## config.mk

```make
export PLATFORM = sky130hd
export DESIGN_NAME = control_cmd_pixelreadback
export DESIGN_NICKNAME = d
export VERILOG_FILES = /design/src/rtl/control_cmd_pixelreadback_pkg.sv /design/src/rtl/control_addr_capture.sv /design/src/rtl/control_cmd_pixelreadback.sv
export SDC_FILE = /design/constraint.sdc
export NUM_CORES = 1
export LEC_CHECK = 0
export ABC_CLOCK_PERIOD_IN_PS = 2650
export CAP_MARGIN = 20
export CORE_MARGIN = 2
export CORE_UTILIZATION = 38
export DETAILED_ROUTE_END_ITERATION = 16
export PLACE_DENSITY = 0.72
export SYNTH_ARGS = -nofsm -noshare
export SYNTH_HDL_FRONTEND = slang
export SYNTH_SLANG_ARGS = --single-unit
```

## constraint.sdc

```tcl
create_clock -name clk -period 2.65 [get_ports clk]
set_input_delay 0.53 -clock clk [delete_from_list [all_inputs] [get_ports clk]]
set_output_delay 0.53 -clock clk [all_outputs]
set_load 0.01 [all_outputs]
```

## src/rtl/control_cmd_pixelreadback_pkg.sv

```systemverilog
// Shared sizing helpers and types for the pixel readback control command.
// The write command sizes its address registers with the same functions,
// so both directions always agree on row/column/pixel widths.
package control_cmd_pixelreadback_pkg;

    // Default panel geometry, overridden per product at the top level.
    localparam int DEFAULT_BYTES_PER_PIXEL = 2;
    localparam int DEFAULT_PIXEL_HEIGHT    = 32;
    localparam int DEFAULT_PIXEL_WIDTH     = 64;

    // Which part of the address the capture fragment is currently filling.
    typedef enum logic {
        CAP_ROW    = 1'b0,
        CAP_COLUMN = 1'b1
    } cap_phase_e;

    // Bits needed to address `height` rows (never narrower than one bit).
    function automatic int num_row_address_bits(input int height);
        return (height > 2) ? $clog2(height) : 1;
    endfunction

    // Bits needed to address `width` columns (never narrower than one bit).
    function automatic int num_column_address_bits(input int width);
        return (width > 2) ? $clog2(width) : 1;
    endfunction

    // Bits needed to select one byte within a pixel.
    function automatic int num_pixelcolorselect_bits(input int bytes_per_pixel);
        return (bytes_per_pixel > 2) ? $clog2(bytes_per_pixel) : 1;
    endfunction

    // Command-stream bytes that carry the column address (ceil(bits / 8)).
    function automatic int num_column_bytes(input int width);
        return (num_column_address_bits(width) + 7) / 8;
    endfunction

    // Width of a down-counter that holds values 0 .. count-1.
    function automatic int num_counter_bits(input int count);
        return (count > 2) ? $clog2(count) : 1;
    endfunction

endpackage

```

## src/rtl/control_addr_capture.sv

```systemverilog
// Row byte plus little-endian multi-byte column capture from the command
// byte stream. addr_valid is combinational: it is high in the cycle the last
// column byte is being accepted, so a parent FSM can leave its capture state
// on the same edge that stores that byte.
module control_addr_capture
    import control_cmd_pixelreadback_pkg::*;
#(
    parameter int PIXEL_HEIGHT = DEFAULT_PIXEL_HEIGHT,
    parameter int PIXEL_WIDTH  = DEFAULT_PIXEL_WIDTH,
    localparam int ROW_W = num_row_address_bits(PIXEL_HEIGHT),
    localparam int COL_W = num_column_address_bits(PIXEL_WIDTH)
) (
    input  logic             clk,
    input  logic             reset_n,
    input  logic             enable,
    input  logic [7:0]       data_in,
    input  logic             clear,
    output logic [ROW_W-1:0] row,
    output logic [COL_W-1:0] column,
    output logic             addr_valid
);

    localparam int NCB   = num_column_bytes(PIXEL_WIDTH);
    localparam int CNT_W = num_counter_bits(NCB);

    cap_phase_e        phase;
    logic [CNT_W-1:0]  byte_cnt;
    logic [CNT_W-1:0]  byte_idx;
    logic [NCB*8-1:0]  col_bytes;
    logic              unused_col_hi;

    // Counter runs NCB-1 down to 0; the first column byte lands in byte 0.
    assign byte_idx   = CNT_W'(NCB - 1) - byte_cnt;
    assign addr_valid = enable && (phase == CAP_COLUMN) && (byte_cnt == '0);

    // Column bits above the address width are received but never used.
    assign column        = col_bytes[COL_W-1:0];
    assign unused_col_hi = ^col_bytes;

    // Capture the row byte, then fill the column register LSB byte first.
    always_ff @(posedge clk) begin
        if (!reset_n || clear) begin
            phase     <= CAP_ROW;
            byte_cnt  <= '0;
            row       <= '0;
            col_bytes <= '0;
        end else if (enable) begin
            if (phase == CAP_ROW) begin
                row      <= data_in[ROW_W-1:0];
                byte_cnt <= CNT_W'(NCB - 1);
                phase    <= CAP_COLUMN;
            end else begin
                for (int b = 0; b < NCB; b++) begin
                    if (byte_idx == CNT_W'(b))
                        col_bytes[8*b +: 8] <= data_in;
                end
                if (byte_cnt == '0)
                    phase <= CAP_ROW;
                else
                    byte_cnt <= byte_cnt - 1'b1;
            end
        end
    end

endmodule

```

## src/rtl/control_cmd_pixelreadback.sv

```systemverilog
// Pixel readback control command: parses a row byte and a multi-byte column
// from the command stream, then reads each byte of that pixel from the frame
// buffer (highest byte index first) and streams it out on a valid/ready TX
// byte port. Command bytes arriving while a readback is in flight are dropped.
module control_cmd_pixelreadback
    import control_cmd_pixelreadback_pkg::*;
#(
    parameter int BYTES_PER_PIXEL  = DEFAULT_BYTES_PER_PIXEL,
    parameter int PIXEL_HEIGHT     = DEFAULT_PIXEL_HEIGHT,
    parameter int PIXEL_WIDTH      = DEFAULT_PIXEL_WIDTH,
    parameter int RAM_READ_LATENCY = 1,
    localparam int ROW_W = num_row_address_bits(PIXEL_HEIGHT),
    localparam int COL_W = num_column_address_bits(PIXEL_WIDTH),
    localparam int PIX_W = num_pixelcolorselect_bits(BYTES_PER_PIXEL)
) (
    input  logic             clk,
    input  logic             reset_n,
    input  logic             enable,
    input  logic [7:0]       data_in,
    output logic [ROW_W-1:0] row,
    output logic [COL_W-1:0] column,
    output logic [PIX_W-1:0] pixel,
    output logic             ram_read_enable,
    input  logic [7:0]       ram_data_in,
    output logic [7:0]       tx_data,
    output logic             tx_valid,
    input  logic             tx_ready,
    output logic             busy,
    output logic             done
);

    localparam int LAT_W = num_counter_bits(RAM_READ_LATENCY);

    typedef enum logic [2:0] {
        ROW_CAPTURE    = 3'd0,
        COLUMN_CAPTURE = 3'd1,
        RAM_ISSUE      = 3'd2,
        RAM_WAIT       = 3'd3,
        TX_SEND        = 3'd4,
        DONE           = 3'd5
    } state_e;

    state_e           state;
    state_e           state_nxt;
    logic [LAT_W-1:0] lat_cnt;
    logic             cap_enable;
    logic             cap_clear;
    logic             addr_valid;
    logic             tx_fire;

    // Only the two capture states listen to the command stream.
    assign cap_enable = enable && ((state == ROW_CAPTURE) || (state == COLUMN_CAPTURE));

    // Address registers are wiped on completion and on any illegal state.
    assign cap_clear = !(state inside {ROW_CAPTURE, COLUMN_CAPTURE, RAM_ISSUE,
                                       RAM_WAIT, TX_SEND});

    assign tx_fire         = tx_valid && tx_ready;
    assign ram_read_enable = (state == RAM_ISSUE);
    assign busy            = (state != ROW_CAPTURE);

    control_addr_capture #(
        .PIXEL_HEIGHT (PIXEL_HEIGHT),
        .PIXEL_WIDTH  (PIXEL_WIDTH)
    ) u_addr_capture (
        .clk        (clk),
        .reset_n    (reset_n),
        .enable     (cap_enable),
        .data_in    (data_in),
        .clear      (cap_clear),
        .row        (row),
        .column     (column),
        .addr_valid (addr_valid)
    );

    // State register.
    always_ff @(posedge clk) begin
        if (!reset_n)
            state <= ROW_CAPTURE;
        else
            state <= state_nxt;
    end

    // Next-state logic; an unknown encoding falls back to ROW_CAPTURE.
    always_comb begin
        state_nxt = state;
        case (state)
            ROW_CAPTURE:    if (enable) state_nxt = COLUMN_CAPTURE;
            COLUMN_CAPTURE: if (addr_valid) state_nxt = RAM_ISSUE;
            RAM_ISSUE:      state_nxt = RAM_WAIT;
            RAM_WAIT:       if (lat_cnt == '0) state_nxt = TX_SEND;
            TX_SEND:        if (tx_fire) state_nxt = (pixel == '0) ? DONE : RAM_ISSUE;
            DONE:           state_nxt = ROW_CAPTURE;
            default:        state_nxt = ROW_CAPTURE;
        endcase
    end

    // Datapath: pixel byte select, read latency wait, TX byte and done pulse.
    always_ff @(posedge clk) begin
        if (!reset_n) begin
            lat_cnt  <= '0;
            pixel    <= '0;
            tx_data  <= '0;
            tx_valid <= 1'b0;
            done     <= 1'b0;
        end else begin
            case (state)
                ROW_CAPTURE: ;
                COLUMN_CAPTURE: begin
                    if (addr_valid)
                        pixel <= PIX_W'(BYTES_PER_PIXEL - 1);
                end
                RAM_ISSUE: begin
                    lat_cnt <= LAT_W'(RAM_READ_LATENCY - 1);
                end
                RAM_WAIT: begin
                    if (lat_cnt == '0) begin
                        tx_data  <= ram_data_in;
                        tx_valid <= 1'b1;
                    end else begin
                        lat_cnt <= lat_cnt - 1'b1;
                    end
                end
                TX_SEND: begin
                    // tx_data/tx_valid simply hold until the consumer takes the byte.
                    if (tx_fire) begin
                        tx_valid <= 1'b0;
                        if (pixel == '0)
                            done <= 1'b1;
                        else
                            pixel <= pixel - 1'b1;
                    end
                end
                DONE: begin
                    done    <= 1'b0;
                    pixel   <= '0;
                    tx_data <= '0;
                end
                default: begin
                    lat_cnt  <= '0;
                    pixel    <= '0;
                    tx_data  <= '0;
                    tx_valid <= 1'b0;
                    done     <= 1'b0;
                end
            endcase
        end
    end

endmodule

```

==> impl_metrics.csv <==
group,metric,value,unit
sta,slew_headroom,68.46,%
worst_setup_path,required,2.12,ns
outcome,status,"completed",
cells_and_area,ff_latch_area,520.5,um^2
global_route,grt_pass1_wl,3946,um
global_route,grt_pass1_vias,902,
detailed_routing,first_pass_iters,4,
sta,final_max_slew_viol_count,0,
worst_setup_path,cp-end-kind,"primary output",
worst_setup_path,start_kind,"flip-flop",
detailed_routing,vias,956,
synthesis,ys_types,35,
sta,finClkSkew,0.009210,ns
clock_tree,ctsResizeCount,0,
placed_design,globalplace.congestion,0.8332,
worst_setup_path,slowest_delay,0.60,ns
synthesis,syn_area_per_cell,9.449,um^2
clock_tree,cts-root-buf,"clkbuf_4",
worst_setup_path,critical_path.cell_chain,"inv_1, nor3_1, clkdlybuf4s50_1",
global_route,grt.overflow.total,0,
placed_design,dpl_cell_area,1490,um^2
worst_setup_path,worstSetupPathType,"reg2out",
floorplanning,die_w,57.71,um
detailed_routing,wirelength,2423,um
clock_tree,tritoncts,"done",
clock_tree,htree_levels,1,
floorplanning,start_util,39.75,%
cells_and_area,final_nets,174,
sta,setup_viol,0,
sta,setup_tns,0,ns
cells_and_area,n_fill_cell,268,
synthesis,synth_top_area_cell,"dfxtp_1",
sta,fin_crit_sh,85.23,%
synthesis,ys_ff_latch,26,
worst_setup_path,arrival,1.73,ns
synthesis,yosysTopAreaCellShare,47.49,%
global_route,antenna_found_initial,0,
synthesis,syn-num-nets,136,
floorplanning,top_level_ports,44,
synthesis,syn_area,1096,um^2
clock_tree,numClockSinks,26,
detailed_routing,drtIter0Drc,22,
pwr,p_leak,0.5430,nW
synthesis,syn_inst,116,
clock_tree,clockBufferDepth,2,
synthesis,ys_seq_area_share,47.49,%
min_path,hold_path_class,"reg2reg",
cells_and_area,areaGrowthSynthToFinish,39.27,%
floorplanning,die_y,57.71,um
detailed_routing,drt-wirelength-per-cell,13.17,um
sta,hold_viol,0,
clock_tree,cts_setup_buffers,0,
floorplanning,rows,19,
placed_design,portBuffers,41,
placed_design,dp_hpwl,1757,um
detailed_routing,drc,0,
clock_tree,worst_skew_pair.late_latency,0.32,ns
sta,worst_slew_pin_slew,0.4731,ns
worst_setup_path,cpMaxStageDelayCell,"dfxtp_1",
cells_and_area,num_antenna_cells,0,
sta,rsz0062_at_grt,"false",
pwr,p_per_area,563.2,nW/um^2
sta,max_freq,442.8,MHz
floorplanning,die-area,3330,um^2
detailed_routing,ant_nets,0,
cells_and_area,multi_input_area,509.2,um^2
clock_tree,clkTransAtPathRegs,0.14,ns
flow_run,cap_violations,0,
pwr,ir_drop,0.0003394,V
clock_tree,cts.hold.buffers_added,0,
global_route,grt_max_degree,16,
cells_and_area,final_area,1526,um^2
cells_and_area,fin_util,55.35,%
synthesis,yosys_warnings,0,
clock_tree,cts_buffers,3,
global_route,track_usage,14.72,%
cells_and_area,drive_gt1_share,5.882,%
worst_setup_path,worstPathMaxFanout,11,
detailed_routing,vias_per_cell,5.196,
floorplanning,coreArea,2758,um^2
sta,fin_crit,2.259,ns
synthesis,synth_area_leaders,"dfxtp_1 (47%), mux2i_1 (6.4%), a22oi_1 (5.5%)",
[cell usage in the layout (no fill, tap or decap), types with 3 or more instances in the layout]
| cell | synthesis | layout |
|---|---|---|
| mux2i_1 | 7 | 7 |
| o21ai_1 | 6 | 6 |
| clkdlybuf4s50_1 | 0 | 41 |
| a21oi_1 | 6 | 6 |
| nor2b_1 | 8 | 8 |
| clkbuf_4 | 0 | 3 |
| nand2_1 | 10 | 10 |
| a22oi_1 | 8 | 8 |
| dfxtp_1 | 26 | 26 |
| nor2_1 | 10 | 10 |
[Yosys cell counts (all sizes together)]
| master | n |
|---|---|
| nor2 | 12 |
| a22oi | 8 |
| and3 | 2 |
| or3 | 1 |
| nor3b | 1 |
| a32oi | 1 |
| nor2b | 8 |
| a41oi | 1 |
| nand2 | 10 |
| a21o | 1 |
| o21a | 2 |
| inv | 3 |
| a21boi | 1 |
| nor3 | 1 |
| a21oi | 7 |
| clkbuf | 1 |
| xnor2 | 1 |
| buf | 7 |
| dfxtp | 26 |
| a31oi | 2 |
| nand3 | 1 |
| or3b | 1 |
| mux2i | 7 |
| o21ai | 7 |
| xor2 | 1 |
| nand2b | 2 |
| o22ai | 1 |
[stage by stage]
| step | hold WS, ns | total power [mW] | setup slack (ns) | cells |
|---|---|---|---|---|
| final | 0.4997 | 0.8597 | 0.3915 | 184 |
| after global placement | 0.4629 | 0.6682 | 0.6593 | 180 |
| after detailed placement | 0.4818 | 0.6712 | 0.6293 | 180 |
| after CTS | 0.5057 | 0.8684 | 0.3839 | 184 |
| after global routing | 0.5238 | 0.9112 | 0.2719 | 184 |
| after floorplan | 0.5029 | 0.5921 | 1.204 | 116 |
[logic make-up (layout without fill, tap and decap cells)]
logic type	Yosys count	in the layout	synth area share, %
mux	7	7	6.393
xor+xnor	2	2	1.598
flops	26	26	47.49
simple gates	39	39	19.52
buf+inv	11	48	6.049
compound gates	31	31	18.95
[routing by layer]
metal,GRT usage (%),wire (um),vias to the layer above
met4,6.645,25,0
met1,18.64,1084,439
met5,0,0,-
met3,3.571,163,4
met2,23.70,1149,36
li1,-,-,477
[cell type report]
type,instances,area share [%]
inverter,3,0.7377
timing repair buffer,41,26.89
clock buffer,4,2.377
sequential,26,34.10
tap,31,2.541
multi-input combinational,79,33.36
[report_power, final]
part / switching (mW) / leakage [nW] / internal, mW
sequential: 0.0424 / 0.211 / 0.418
clock: 0.112 / 0.0210 / 0.0839
combinational: 0.0879 / 0.311 / 0.115
[final timing paths]
| check | startpoint | to | slack [ns] | cells past startpoint |
|---|---|---|---|---|
| worst max-delay path | state[1]$_SDFFE_PN0P_ | ram_read_enable | 0.39 | 3 |
| worst min-delay path | u_addr_capture.row[4]$_SDFFE_PP0P_ | u_addr_capture.row[4]$_SDFFE_PP0P_ | 0.50 | 2 |
| worst max register to register | u_addr_capture.phase$_SDFFE_PP0N_ | pixel$_SDFFE_PN0P_ | 1.13 | 3 |
| worst min register to register | u_addr_capture.row[4]$_SDFFE_PP0P_ | u_addr_capture.row[4]$_SDFFE_PP0P_ | 0.50 | 2 |
[sequential cells by signal, indices dropped and copies added (netlist names)]
name                      count
tx_data                       8
u_addr_capture.col_bytes      6
u_addr_capture.row            5
state                         3
done                          1
pixel                         1
tx_valid                      1
u_addr_capture.phase          1
[worst max-delay path, delay by kind of cell (launching register included)]
kind / cells / cell delay, ns
buffers and inverters: 2 / 0.67
flip-flops: 1 / 0.60
AND/OR/NAND/NOR: 1 / 0.14
No activity file was read; power rests on OpenSTA's default activity.
